## config.mk

```make
export PLATFORM = sky130hd
export DESIGN_NAME = uart_tx
export DESIGN_NICKNAME = d
export VERILOG_FILES = /design/src/rtl/uart_tx.sv
export SDC_FILE = /design/constraint.sdc
export NUM_CORES = 1
export LEC_CHECK = 0
export BUFFER_PORTS_ARGS = -buffer_cell sky130_fd_sc_hd__buf_2
export CORE_ASPECT_RATIO = 0.8
export CORE_MARGIN = 4
export CORE_UTILIZATION = 63
export DETAILED_ROUTE_END_ITERATION = 6
export PLACE_DENSITY = 0.88
export SLEW_MARGIN = 10
export SYNTH_ARGS = -nofsm -noshare
export SYNTH_HDL_FRONTEND = slang
export SYNTH_SLANG_ARGS = --single-unit
```

## constraint.sdc

```tcl
create_clock -name CLK -period 5.8 [get_ports CLK]
set_clock_uncertainty 0.05 [all_clocks]
set_input_delay 0.87 -clock CLK [delete_from_list [all_inputs] [get_ports CLK]]
set_output_delay 0.87 -clock CLK [all_outputs]
set_load 0.02 [all_outputs]
```

## src/rtl/uart_tx.sv

```systemverilog
// Byte-wide 8N1 UART transmitter with a one-byte holding register in front of the shifter.
// Latency: a byte accepted while idle drives the start bit from the accepting edge; frames last 10*DIV cycles.
// Backpressure: tx_ready drops while the holding register is full and rises once the held byte enters the shifter.
module uart_tx #(
   parameter int CLK_FREQ = 25_000_000,
   parameter int BAUD     = 115200
) (
   input  logic       CLK,
   input  logic       RESET,
   input  logic [7:0] tx_data,
   input  logic       tx_valid,
   output logic       tx_ready,
   output logic       TXD,
   output logic       busy
);

   localparam int DIV = (CLK_FREQ + BAUD / 2) / BAUD;
   localparam int CW  = (DIV < 2) ? 1 : $clog2(DIV);
   localparam logic [CW-1:0] RELOAD = CW'(DIV - 1);

   generate
      if (DIV < 2) begin : g_div_check
         $error("uart_tx: clock cycles per bit (DIV) must be at least 2");
      end
   endgenerate

   typedef enum logic [1:0] {IDLE, START, DATA, STOP} state_t;

   state_t        state;
   state_t        state_nxt;
   logic [CW-1:0] cnt;
   logic [2:0]    bit_idx;
   logic [7:0]    shift;
   logic [7:0]    shift_nxt;
   logic [7:0]    hold;
   logic          hold_full;
   logic          accept;
   logic          last_tick;
   logic          bit_adv;
   logic          load_shift;
   logic          load_hold;
   logic          txd_nxt;

   // tx_ready is the registered inverse of the holding-register occupancy
   assign hold_full = !tx_ready;
   assign accept    = tx_valid && tx_ready;
   assign last_tick = (cnt == '0);
   assign bit_adv   = (state == DATA) && last_tick;

   // The shifter is loaded from idle, or at the end of a stop bit (held byte first, else a same-cycle accept)
   assign load_shift = ((state == IDLE) && accept) ||
                       ((state == STOP) && last_tick && (hold_full || accept));
   assign load_hold  = accept && !load_shift;

   // State register
   always_ff @(posedge CLK or posedge RESET) begin
      if (RESET) state <= IDLE;
      else       state <= state_nxt;
   end

   // Next-state decode: each state lasts DIV cycles, DATA repeats for eight bits
   always_comb begin
      state_nxt = state;
      case (state)
         IDLE:    if (accept) state_nxt = START;
         START:   if (last_tick) state_nxt = DATA;
         DATA:    if (last_tick && (bit_idx == 3'd7)) state_nxt = STOP;
         STOP:    if (last_tick) state_nxt = (hold_full || accept) ? START : IDLE;
         default: state_nxt = IDLE;
      endcase
   end

   // Output decode: line level for the coming cycle, plus the busy flag
   always_comb begin
      shift_nxt = shift;
      if (load_shift)   shift_nxt = hold_full ? hold : tx_data;
      else if (bit_adv) shift_nxt = {1'b0, shift[7:1]};
      case (state_nxt)
         START:   txd_nxt = 1'b0;
         DATA:    txd_nxt = shift_nxt[0];
         default: txd_nxt = 1'b1;
      endcase
      busy = (state != IDLE) || hold_full;
   end

   // Baud counter: reload on every state entry and every data-bit advance, then count down to zero
   always_ff @(posedge CLK or posedge RESET) begin
      if (RESET)                                cnt <= '0;
      else if ((state_nxt != state) || bit_adv) cnt <= RELOAD;
      else if (cnt != '0)                       cnt <= cnt - CW'(1);
   end

   // Data bit index, cleared whenever the shifter is outside DATA
   always_ff @(posedge CLK or posedge RESET) begin
      if (RESET)                  bit_idx <= 3'd0;
      else if (state_nxt != DATA) bit_idx <= 3'd0;
      else if (bit_adv)           bit_idx <= bit_idx + 3'd1;
   end

   // Shifter, holding register and its occupancy flag
   always_ff @(posedge CLK or posedge RESET) begin
      if (RESET) begin
         shift    <= 8'h00;
         hold     <= 8'h00;
         tx_ready <= 1'b1;
      end else begin
         shift <= shift_nxt;
         if (load_hold) begin
            hold     <= tx_data;
            tx_ready <= 1'b0;
         end else if (load_shift && hold_full) begin
            tx_ready <= 1'b1;
         end
      end
   end

   // Registered line driver so TXD never glitches; reset forces the line idle at once
   always_ff @(posedge CLK or posedge RESET) begin
      if (RESET) TXD <= 1'b1;
      else       TXD <= txd_nxt;
   end

endmodule

```

==> results.cfg <==
[outcome]
status = completed

[die]
boundaryPins = 14
die_w_um = 65.98
num_rows = 16
core_um2 = 2502
dieArea_um2 = 3588
start_util_pct = 67.70
die_y_um = 54.38

[clocking]
cts.repair.resized = 0
clk_pin_slew_ns = 0.09
cts_max_level = 2
ctsRootBufferMaster = clkbuf_4
cts_buffers = 5
cts_tree = done
cts_buffer_depth = 2
cts_hold_buf = 0
cts_setup_buffers = 0
clock_latency_ns = 0.34
cts_sinks = 31

[pwr]
p_leak_nw = 0.8157
peakVddDrop_mv = 0.2084
p_per_area_nw_per_um2 = 364.0

[synthesis]
mappedNetlistArea_um2 = 1694
synth_top_area_share_pct = 42.84
yosys_warnings = 0
synth_top_cell_by_area = dfrtp_1
yosysSeqAreaShare_pct = 45.94
syn-instance-count = 158
async_flop_share_pct = 100.0
yosys-top-cells-area = dfrtp_1 43%, mux2i_1 6.5%, mux2_2 6.0%
synth-edff-count = 0
ys_seq_elements = 31
synth_nets = 172
syn-mean-instance-area_um2 = 10.72
synthFlopType = dfrtp_1
synth_cell_type_count = 48

[setup_path]
cp-endpoint = busy
required_ns = 4.88
r2r-end = hold[1]
cp.arrival_ns = 1.53
reg2reg_setup_slack_ns = 3.39
critPathMaxFanout = 17
endpoint_kind = output pin
path_class = reg2out
startpoint = state[1]
start_kind = flip-flop
reg2reg_from = cnt[0]
reg2reg_depth = 6

[global_route]
grt_pass1_wl_um = 5934
gr-total-overflow = 0
grt.total_usage_pct = 22.75
antenna_found_initial = 0
grt_pass1_vias = 1234
grt_max_degree = 32

[placed_design]
place_congestion = 0.9465
io_buffers = 13
dp_hpwl_um = 2569
place_area_um2 = 1775
pre_cts_ws_ns = 3.453

[worst_hold_path]
hp-class = reg2reg
min-delay-start = hold[2]

[final_layout]
area_delta_synth_final_pct = 8.863
fin_area_um2 = 1844
fillCellCount = 174
antenna_cells = 0
nets = 185
layout.core_utilization_pct = 73.70
layout-drive-gt1-share_pct = 23.26

[sta]
hold_violations = 0
rsz0062_at_grt = false
worst_slack_ns = 3.346
finalCritPeriodShare_pct = 42.31
worst_slew_pin_slew_ns = 1.055
fmax_ghz = 0.4075
relSlewSlack_pct = 29.26
fin_setup_tns_ns = 0
setup_viol = 0
final-max-slew-violation-count = 0
layout_min_cycle_time_ns = 2.454

[route]
drc = 0
dr.pass1.iters = 6
drtIter0Drc = 124
ant_nets = 0
via_per_inst = 6.341
vias = 1319
routedWlPerCell_um = 16.55
wl_um = 3443

[job]
maxCapViolations = 0
## layout by cell type (no fill, tap or decap), types with 2 or more instances in the layout
| cell | synthesis | final |
|---|---|---|
| buf_2 | 2 | 13 |
| inv_1 | 5 | 4 |
| or4b_1 | 2 | 2 |
| nor3_1 | 8 | 8 |
| o21a_1 | 3 | 3 |
| nand2_1 | 10 | 10 |
| mux2i_1 | 11 | 11 |
| o21ai_0 | 4 | 4 |
| nor2_1 | 9 | 9 |
| nor2_2 | 2 | 2 |
| dfrtp_1 | 29 | 29 |
| xnor2_1 | 3 | 3 |
| nor2b_1 | 2 | 2 |
| clkbuf_4 | 0 | 5 |
| nand3_1 | 5 | 5 |
| xor2_1 | 2 | 2 |
| dfstp_2 | 2 | 2 |
| a221o_1 | 6 | 6 |
| mux2_2 | 9 | 9 |
| nand2b_1 | 3 | 3 |
| ha_1 | 3 | 3 |
| a21oi_1 | 4 | 4 |
| clkbuf_8 | 0 | 2 |
| o22ai_1 | 3 | 3 |
| or3_1 | 3 | 3 |
## worst min-delay path by stage
stage	to	slack (ns)	cells past startpoint
floorplan	hold[1]	0.43	1
global placement	hold[2]	0.44	1
detailed placement	hold[7]	0.44	1
CTS	hold[2]	0.47	1
global route	hold[4]	0.48	1
finish	hold[2]	0.46	1
## per-layer routing
layer	vias to the layer above	part of all wire (%)	track usage (%)
li1	625	-	-
met5	-	0	0
met3	11	7.4	5.955
met2	52	44	33.78
met4	0	1.8	8.108
met1	631	46	32.41
## worst max-delay path: stages (launching register included)
cell and delay (ns):
dfrtp_1 0.58, nor2_1 0.36, nand2_1 0.08, buf_2 0.17
## logic make-up after synthesis
kind of cell,Yosys count,synth area share [%]
AO/OA/AOI/OAI,34,15.44
XOR/XNOR,5,2.585
adder cells (fa/ha/maj),3,2.216
buffers and inverters,12,2.806
flip-flops,31,45.94
multiplexers,20,12.48
AND/OR/NAND/NOR,53,18.54
## through the flow
| stage | hold slack (ns) | cells | power, mW |
|---|---|---|---|
| finish | 0.4618 | 208 | 0.6714 |
| global route | 0.4765 | 208 | 0.7182 |
| CTS | 0.4660 | 208 | 0.6712 |
| detailed placement | 0.4437 | 200 | 0.5286 |
| global placement | 0.4358 | 200 | 0.5197 |
| floorplan | 0.4287 | 158 | 0.4849 |
## synth_stat cells (2+ instances only)
cell type  count
buf_2          2
mux2i_1       11
xor2_1         2
nor2_1         9
o21a_1         3
or4b_1         2
a21oi_1        4
dfrtp_1       29
nand2_1       10
nand2b_1       3
o21ai_0        4
or3_1          3
mux2_2         9
xnor2_1        3
inv_1          5
nand3_1        5
clkbuf_1       4
a221o_1        6
nor3_1         8
dfstp_2        2
nor2_2         2
o22ai_1        3
ha_1           3
nor2b_1        2
## sequential cells by signal (all words and copies together) (netlist names)
signal	cells
bit_idx	3
TXD	1
hold	8
shift	8
state	2
cnt	8
tx_ready	1
## report_power, final
group	switching [mW]	internal, mW	total, mW	leakage (nW)
registers	0.0747	0.270	0.345	0.382
clock network	0.0726	0.0712	0.144	0.0386
logic	0.0978	0.0847	0.183	0.395
## area by class of cell
class	instances	area (um^2)	share of cell area [%]
Tap cell	36	45.04	2.442
Clock buffer	8	68.82	3.731
Multi-Input combinational cell	115	868.3	47.08
Sequential cell	31	778.2	42.20
Timing Repair Buffer	13	65.06	3.528
Inverter	5	18.77	1.018
Note: power is estimated with default switching activity, not from simulation.
